File: src/rtl/wash_sequencer.sv
`timescale 1ns/1ps
// Wash-program sequencer: full, rinse+spin and spin-only programs with pause and door interlock.
// Optional completion buzzer is built when WASHER_BUZZER_EN is defined; otherwise buzzer is tied 0.
module wash_sequencer #(
  parameter int CLK_PER_TICK = 50_000_000,
  parameter int TIME_W       = 8,
  parameter int NUM_RINSE    = 2,
  parameter int T_FILL       = 10,
  parameter int T_WASH       = 30,
  parameter int T_RINSE      = 20,
  parameter int T_DRAIN      = 10,
  parameter int T_SPIN       = 15,
  parameter int BUZZ_TICKS   = 3
) (
  input  logic              clk,
  input  logic              rst_n,
  input  logic              start,
  input  logic              pause,
  input  logic              door_open,
  input  logic [1:0]        mode,
  output logic [2:0]        phase,
  output logic [2:0]        rinse_cnt,
  output logic [TIME_W-1:0] phase_left,
  output logic              busy,
  output logic              paused,
  output logic              done_pulse,
  output logic              buzzer
);
  localparam int DIV_W = (CLK_PER_TICK > 1) ? $clog2(CLK_PER_TICK) : 1;
  localparam logic [DIV_W-1:0] DIV_MAX = DIV_W'(CLK_PER_TICK - 1);

  localparam logic [1:0] PROG_FULL  = 2'd0;
  localparam logic [1:0] PROG_RINSE = 2'd1;
  localparam logic [1:0] PROG_SPIN  = 2'd2;

  typedef enum logic [2:0] {
    S_IDLE  = 3'd0,
    S_FILL  = 3'd1,
    S_WASH  = 3'd2,
    S_RINSE = 3'd3,
    S_DRAIN = 3'd4,
    S_SPIN  = 3'd5,
    S_DONE  = 3'd6
  } state_t;

  state_t           state;
  state_t           nxt_state;
  logic [1:0]       prog;
  logic             in_rinse;
  logic             nxt_in_rinse;
  logic             rinse_inc;
  logic [2:0]       rinse_goal;
  logic [DIV_W-1:0] div_cnt;
  logic             running;
  logic             div_run;
  logic             buzz_run;
  logic             tick;
  logic             phase_end;
  logic             start_ok;

  function automatic logic [TIME_W-1:0] phase_len(input state_t s);
    case (s)
      S_FILL:  phase_len = TIME_W'(T_FILL);
      S_WASH:  phase_len = TIME_W'(T_WASH);
      S_RINSE: phase_len = TIME_W'(T_RINSE);
      S_DRAIN: phase_len = TIME_W'(T_DRAIN);
      S_SPIN:  phase_len = TIME_W'(T_SPIN);
      default: phase_len = '0;
    endcase
  endfunction

  assign phase      = state;
  assign running    = (state != S_IDLE) && (state != S_DONE);
  assign div_run    = (running && !paused) || buzz_run;
  assign tick       = div_run && (div_cnt == DIV_MAX);
  assign phase_end  = running && tick && (phase_left == TIME_W'(1));
  assign start_ok   = (state == S_IDLE) && start && !door_open;
  assign rinse_goal = (prog == PROG_FULL) ? 3'(NUM_RINSE) : 3'd1;

  // in_rinse separates the first FILL/DRAIN/SPIN of the full program from the rinse rounds.
  always_comb begin
    nxt_state    = state;
    nxt_in_rinse = in_rinse;
    rinse_inc    = 1'b0;
    case (state)
      S_FILL:          nxt_state = in_rinse ? S_RINSE : S_WASH;
      S_WASH, S_RINSE: nxt_state = S_DRAIN;
      S_DRAIN:         nxt_state = S_SPIN;
      S_SPIN: begin
        if (prog == PROG_SPIN) begin
          nxt_state = S_DONE;
        end else if (!in_rinse) begin
          nxt_state    = S_FILL;
          nxt_in_rinse = 1'b1;
        end else begin
          rinse_inc = 1'b1;
          nxt_state = (({1'b0, rinse_cnt} + 4'd1) >= {1'b0, rinse_goal}) ? S_DONE : S_FILL;
        end
      end
      default: nxt_state = state;
    endcase
  end

  always_ff @(posedge clk or negedge rst_n) begin
    if (!rst_n) begin
      state      <= S_IDLE;
      prog       <= PROG_FULL;
      in_rinse   <= 1'b0;
      div_cnt    <= '0;
      rinse_cnt  <= '0;
      phase_left <= '0;
      busy       <= 1'b0;
      paused     <= 1'b0;
      done_pulse <= 1'b0;
    end else begin
      done_pulse <= 1'b0;
      if (div_run) begin
        div_cnt <= tick ? '0 : div_cnt + 1'b1;
      end else if (!running) begin
        div_cnt <= '0;
      end
      case (state)
        S_IDLE: begin
          if (start_ok) begin
            prog       <= (mode == 2'd3) ? PROG_FULL : mode;
            in_rinse   <= (mode == PROG_RINSE);
            div_cnt    <= '0;
            rinse_cnt  <= '0;
            busy       <= 1'b1;
            paused     <= 1'b0;
            state      <= (mode == PROG_SPIN) ? S_DRAIN : S_FILL;
            phase_left <= (mode == PROG_SPIN) ? phase_len(S_DRAIN) : phase_len(S_FILL);
          end
        end
        S_DONE: begin
          state      <= S_IDLE;
          phase_left <= '0;
        end
        default: begin
          // An open door wins over any pause pulse, so resume needs the door closed.
          if (door_open) begin
            paused <= 1'b1;
          end else if (pause) begin
            paused <= ~paused;
          end
          if (tick) begin
            if (phase_left == TIME_W'(1)) begin
              state    <= nxt_state;
              in_rinse <= nxt_in_rinse;
              if (rinse_inc && (rinse_cnt != 3'(NUM_RINSE))) begin
                rinse_cnt <= rinse_cnt + 3'd1;
              end
              if (nxt_state == S_DONE) begin
                busy       <= 1'b0;
                paused     <= 1'b0;
                done_pulse <= 1'b1;
                phase_left <= '0;
              end else begin
                phase_left <= phase_len(nxt_state);
              end
            end else begin
              phase_left <= phase_left - TIME_W'(1);
            end
          end
        end
      endcase
    end
  end

`ifdef WASHER_BUZZER_EN
  localparam int BUZ_W = (BUZZ_TICKS > 0) ? $clog2(BUZZ_TICKS + 1) : 1;
  logic [BUZ_W-1:0] buzz_left;

  // The divider keeps running in DONE/IDLE while the buzzer sounds.
  assign buzz_run = buzzer;

  always_ff @(posedge clk or negedge rst_n) begin
    if (!rst_n) begin
      buzzer    <= 1'b0;
      buzz_left <= '0;
    end else if (start_ok) begin
      buzzer    <= 1'b0;
      buzz_left <= '0;
    end else if (phase_end && (nxt_state == S_DONE)) begin
      buzzer    <= 1'b1;
      buzz_left <= BUZ_W'(BUZZ_TICKS);
    end else if (buzzer && tick) begin
      buzz_left <= buzz_left - 1'b1;
      if (buzz_left == BUZ_W'(1)) begin
        buzzer <= 1'b0;
      end
    end
  end
`else
  assign buzz_run = 1'b0;
  assign buzzer   = 1'b0;
`endif

endmodule

File: config.mk
export PLATFORM = sky130hd
export DESIGN_NAME = wash_sequencer
export DESIGN_NICKNAME = d
export VERILOG_FILES = /design/src/rtl/wash_sequencer.sv
export SDC_FILE = /design/constraint.sdc
export NUM_CORES = 1
export LEC_CHECK = 0
export ABC_CLOCK_PERIOD_IN_PS = 6600
export CAP_MARGIN = 40
export CORE_ASPECT_RATIO = 0.7
export CORE_MARGIN = 1.5
export CORE_UTILIZATION = 35
export CTS_CLUSTER_DIAMETER = 40
export CTS_CLUSTER_SIZE = 20
export DETAILED_ROUTE_END_ITERATION = 16
export SLEW_MARGIN = 40
export SYNTH_ARGS = -nofsm -noshare
export SYNTH_HDL_FRONTEND = slang
export SYNTH_SLANG_ARGS = --single-unit
File: constraint.sdc
create_clock -name clk -period 6.6 [get_ports clk]
set_clock_uncertainty 0.1 [all_clocks]
set_input_delay 1.32 -clock clk [delete_from_list [all_inputs] [get_ports clk]]
set_output_delay 1.32 -clock clk [all_outputs]
set_load 0.05 [all_outputs]
==> run summary <==
CTS resizes - 0
Final Instance Area - 3605 um2
clock transition time at the flip-flop clock pins of the worst setup and hold paths - 70 ps
per-cell routed wire length - 16.56 um
# IOs - 25
endpoints failing hold - 0
worst reg-to-reg path cell count - 7
Total GRT Usage - 0.1835
global-route wire length before repair - 13,530 um
Worst Hold Depth - 2
die height - 82.35 um
Max-Cap Viols - 0
Final Max Slew Viols - 0
Worst Max-Slew Pin Slew - 905.0 ps
unrepaired setup endpoints after global routing - false
Core Util, Final - 0.4200
CP max stage cell - clkdlybuf4s50_1
HPWL after detailed placement - 5975 um
Crit Path Max Fanout - 20
CP arrival - 1900 ps
final setup margin - 3276 ps
placed cell area - 3451 um2
number of global-route vias before repair - 2,594
clock latency on the worst-skew pair - 290 ps
hold_ws - 416.7 ps
ANT cells - 0
DRT antenna net count - 0
pre-CTS WS - 3570 ps
hold-fix buffer count after cts - 0
nets@finish - 388
Post-CTS Setup Bufs - 0
# port buffers - 23
initial DRC count - 301
Leak - 1.411 nW
layout cells sized above 1 - 0.1040
hold wc startpoint - prog[1]$_DFFE_PN0P_
crit-path max cell delay - 920 ps
H-tree depth - 2
placed insts - 487
warnings from Yosys - 0
initial antenna violation count - 0
CTS tree - done
Area Overhead vs Synth - 14.51%
pin count of the biggest net entering global routing - 47
cells traversed along the worst timing path - clkdlybuf4s50_1
launching point of the worst reg2reg path - div_cnt[0]$_DFF_PN0_
sequential share of the synthesized area - 0.3657
setup violators final - 0
EDFF count, synth - 0
TritonCTS buffer count - 5
Startpoint Class - register
Die X - 116.4 um
Worst Hold Class - register to register
PD cells - 190.8 nW/um2
fin crit share - 0.5037
WL final - 8196 um
asr flop ratio synth - 1.000
Starting Density - 0.3668
FF-to-FF setup slack - 3980 ps
status - completed
Yosys cell types - 70
Syn Nets - 374
final critical-path required period - 3324 ps
Core Area - 8583 um2
Die Area - 9581 um2
FMAX - 300.8 MHz
Crit Path Category - register to output pin
1st-pass router iterations - 4
crit end category - output pin
Yosys reg bits - 46
# rows - 28
CP top delay family - buffers and inverters
clk root buf - clkbuf_16
global route overflow - 0
Final TNS setup - 0 ps
Final Wtd Congestion - 0.8856
Slew HR - 0.3920
CP required - 5180 ps
total power - 0.6878 mW
capture point of the worst reg-to-reg path - phase_left[4]$_DFFE_PN0P_
Post-Syn Area - 3148 um2
TritonCTS Sinks - 46
Buf+Inv Stages, Crit Path - 1
synthesized area per cell - 8.744 um2
Main synth FF type - dfrtp_1
via density per instance - 5.869
Final Non-Filler Cells - 495
Max rail drop VDD - 0.1037 mV
Synth Instances - 360
CTS max path bufs - 2
Worst Hold Endpoint - prog[1]$_DFFE_PN0P_
Vias - 2,905
number of remaining DRC errors - 0
power breakdown:
part	internal, mW	total [mW]	switching (mW)
clock	0.150	0.255	0.105
combinational	0.0397	0.104	0.0647
sequential	0.300	0.328	0.0281
cell families (layout without fill, tap and decap cells):
group / count (synthesis) / count (layout) / synth area share
simple gates: 151 / 151 / 0.2794
compound gates: 108 / 108 / 0.2357
flops: 46 / 46 / 0.3657
buf+inv: 37 / 52 / 0.05604
fa+ha+maj: 7 / 7 / 0.02782
mux: 6 / 6 / 0.02067
xor+xnor: 4 / 4 / 0.01352
other cells: 1 / 1 / 0.001191
metal layers:
metal  global-route usage  part of all wire  up-vias
li1                     -                 -     1382
met4              0.03537            0.0070        0
met3              0.04672             0.083        5
met2               0.2612              0.40      115
met5                    0                 0        -
met1               0.2787              0.51     1403
state kept, by name, indices dropped and copies added, names as in the netlist:
register,flops
phase_left,8
prog,2
busy,1
paused,1
in_rinse,1
done_pulse,1
rinse_cnt,3
phase,3
div_cnt,26
cell usage in the layout, fill, tap and decap left out, types with 3 or more instances in the layout:
cell type	Yosys	layout
buf_4	5	3
clkdlybuf4s50_1	0	22
nand4_1	9	9
dfrtp_1	46	46
o31ai_1	4	4
clkbuf_16	0	5
or4_1	4	4
o211ai_1	4	4
nor2b_1	5	5
and4_1	8	8
and2_1	4	4
nor4_1	5	5
o21bai_1	3	3
a21oi_1	25	25
nor2_1	20	20
o21a_1	5	5
or3_1	4	4
inv_1	17	17
nor3_1	12	12
nand2_1	37	37
nand3_1	13	13
nand2b_1	9	9
ha_1	7	7
a41oi_1	3	3
a31oi_1	16	16
o21ai_0	22	22
a22o_1	3	3
mux2_2	4	4
how the worst max path moves through the flow:
stage	start	end	slack (ps)	cells after the start
3_5_place_dp	start	phase_left[4]$_DFFE_PN0P_	3570	5
4_1_cts	phase[0]$_DFFE_PN0P_	phase[0]	3270	1
5_1_grt	phase[0]$_DFFE_PN0P_	phase[0]	3170	1
6_report	phase[0]$_DFFE_PN0P_	phase[0]	3280	1
3_3_place_gp	phase[0]$_DFFE_PN0P_	phase[0]	3590	1
2_1_floorplan	rinse_cnt[0]$_DFFE_PN0P_	paused$_DFFE_PN0P_	4030	9
cells in the mapped netlist, types with 2 or more instances:
library cell / n / area (um2)
a21o_1: 2 / 15.01
o31ai_1: 4 / 30.03
nand4_1: 9 / 56.30
and3_1: 2 / 12.51
or4_1: 4 / 30.03
a22o_1: 3 / 26.28
ha_1: 7 / 87.58
a41oi_1: 3 / 26.28
nor4_1: 5 / 31.28
and4_1: 8 / 70.07
clkbuf_1: 5 / 18.77
nor3_1: 12 / 60.06
mux2i_1: 2 / 20.02
o21bai_1: 3 / 22.52
nor4b_4: 2 / 47.55
nand3_1: 13 / 65.06
or3_1: 4 / 25.02
or2_2: 2 / 12.51
nor2b_1: 5 / 31.28
and2_1: 4 / 25.02
o22ai_1: 2 / 12.51
buf_2: 9 / 45.04
nor2_1: 20 / 75.07
nand2_1: 37 / 138.9
a31oi_1: 16 / 100.1
o21ai_2: 2 / 17.52
and3_2: 2 / 15.01
mux2_2: 4 / 45.04
a21oi_1: 25 / 125.1
nand2b_1: 9 / 56.30
o21ai_0: 22 / 110.1
xnor2_1: 2 / 17.52
dfrtp_1: 46 / 1151
o21a_1: 5 / 37.54
buf_4: 5 / 37.54
inv_1: 17 / 63.81
o211ai_1: 4 / 30.03
nor3_2: 2 / 20.02
worst min-delay path, stage by stage (launching register included):
cell and delay [ps]:
dfrtp_1 360, nand2_1 50, o21ai_0 70
final cells by class:
| class | count | area, um2 |
|---|---|---|
| clock buffers | 7 | 142.6 |
| clock inverters | 1 | 5.005 |
| fillers | 845 | 4979 |
| inverters | 17 | 63.81 |
| multi-input cells | 277 | 1827 |
| flip-flops and latches | 46 | 1151 |
| well taps | 120 | 150.1 |
| repair buffers | 27 | 265.3 |
Power figures use the tool's default switching activity.
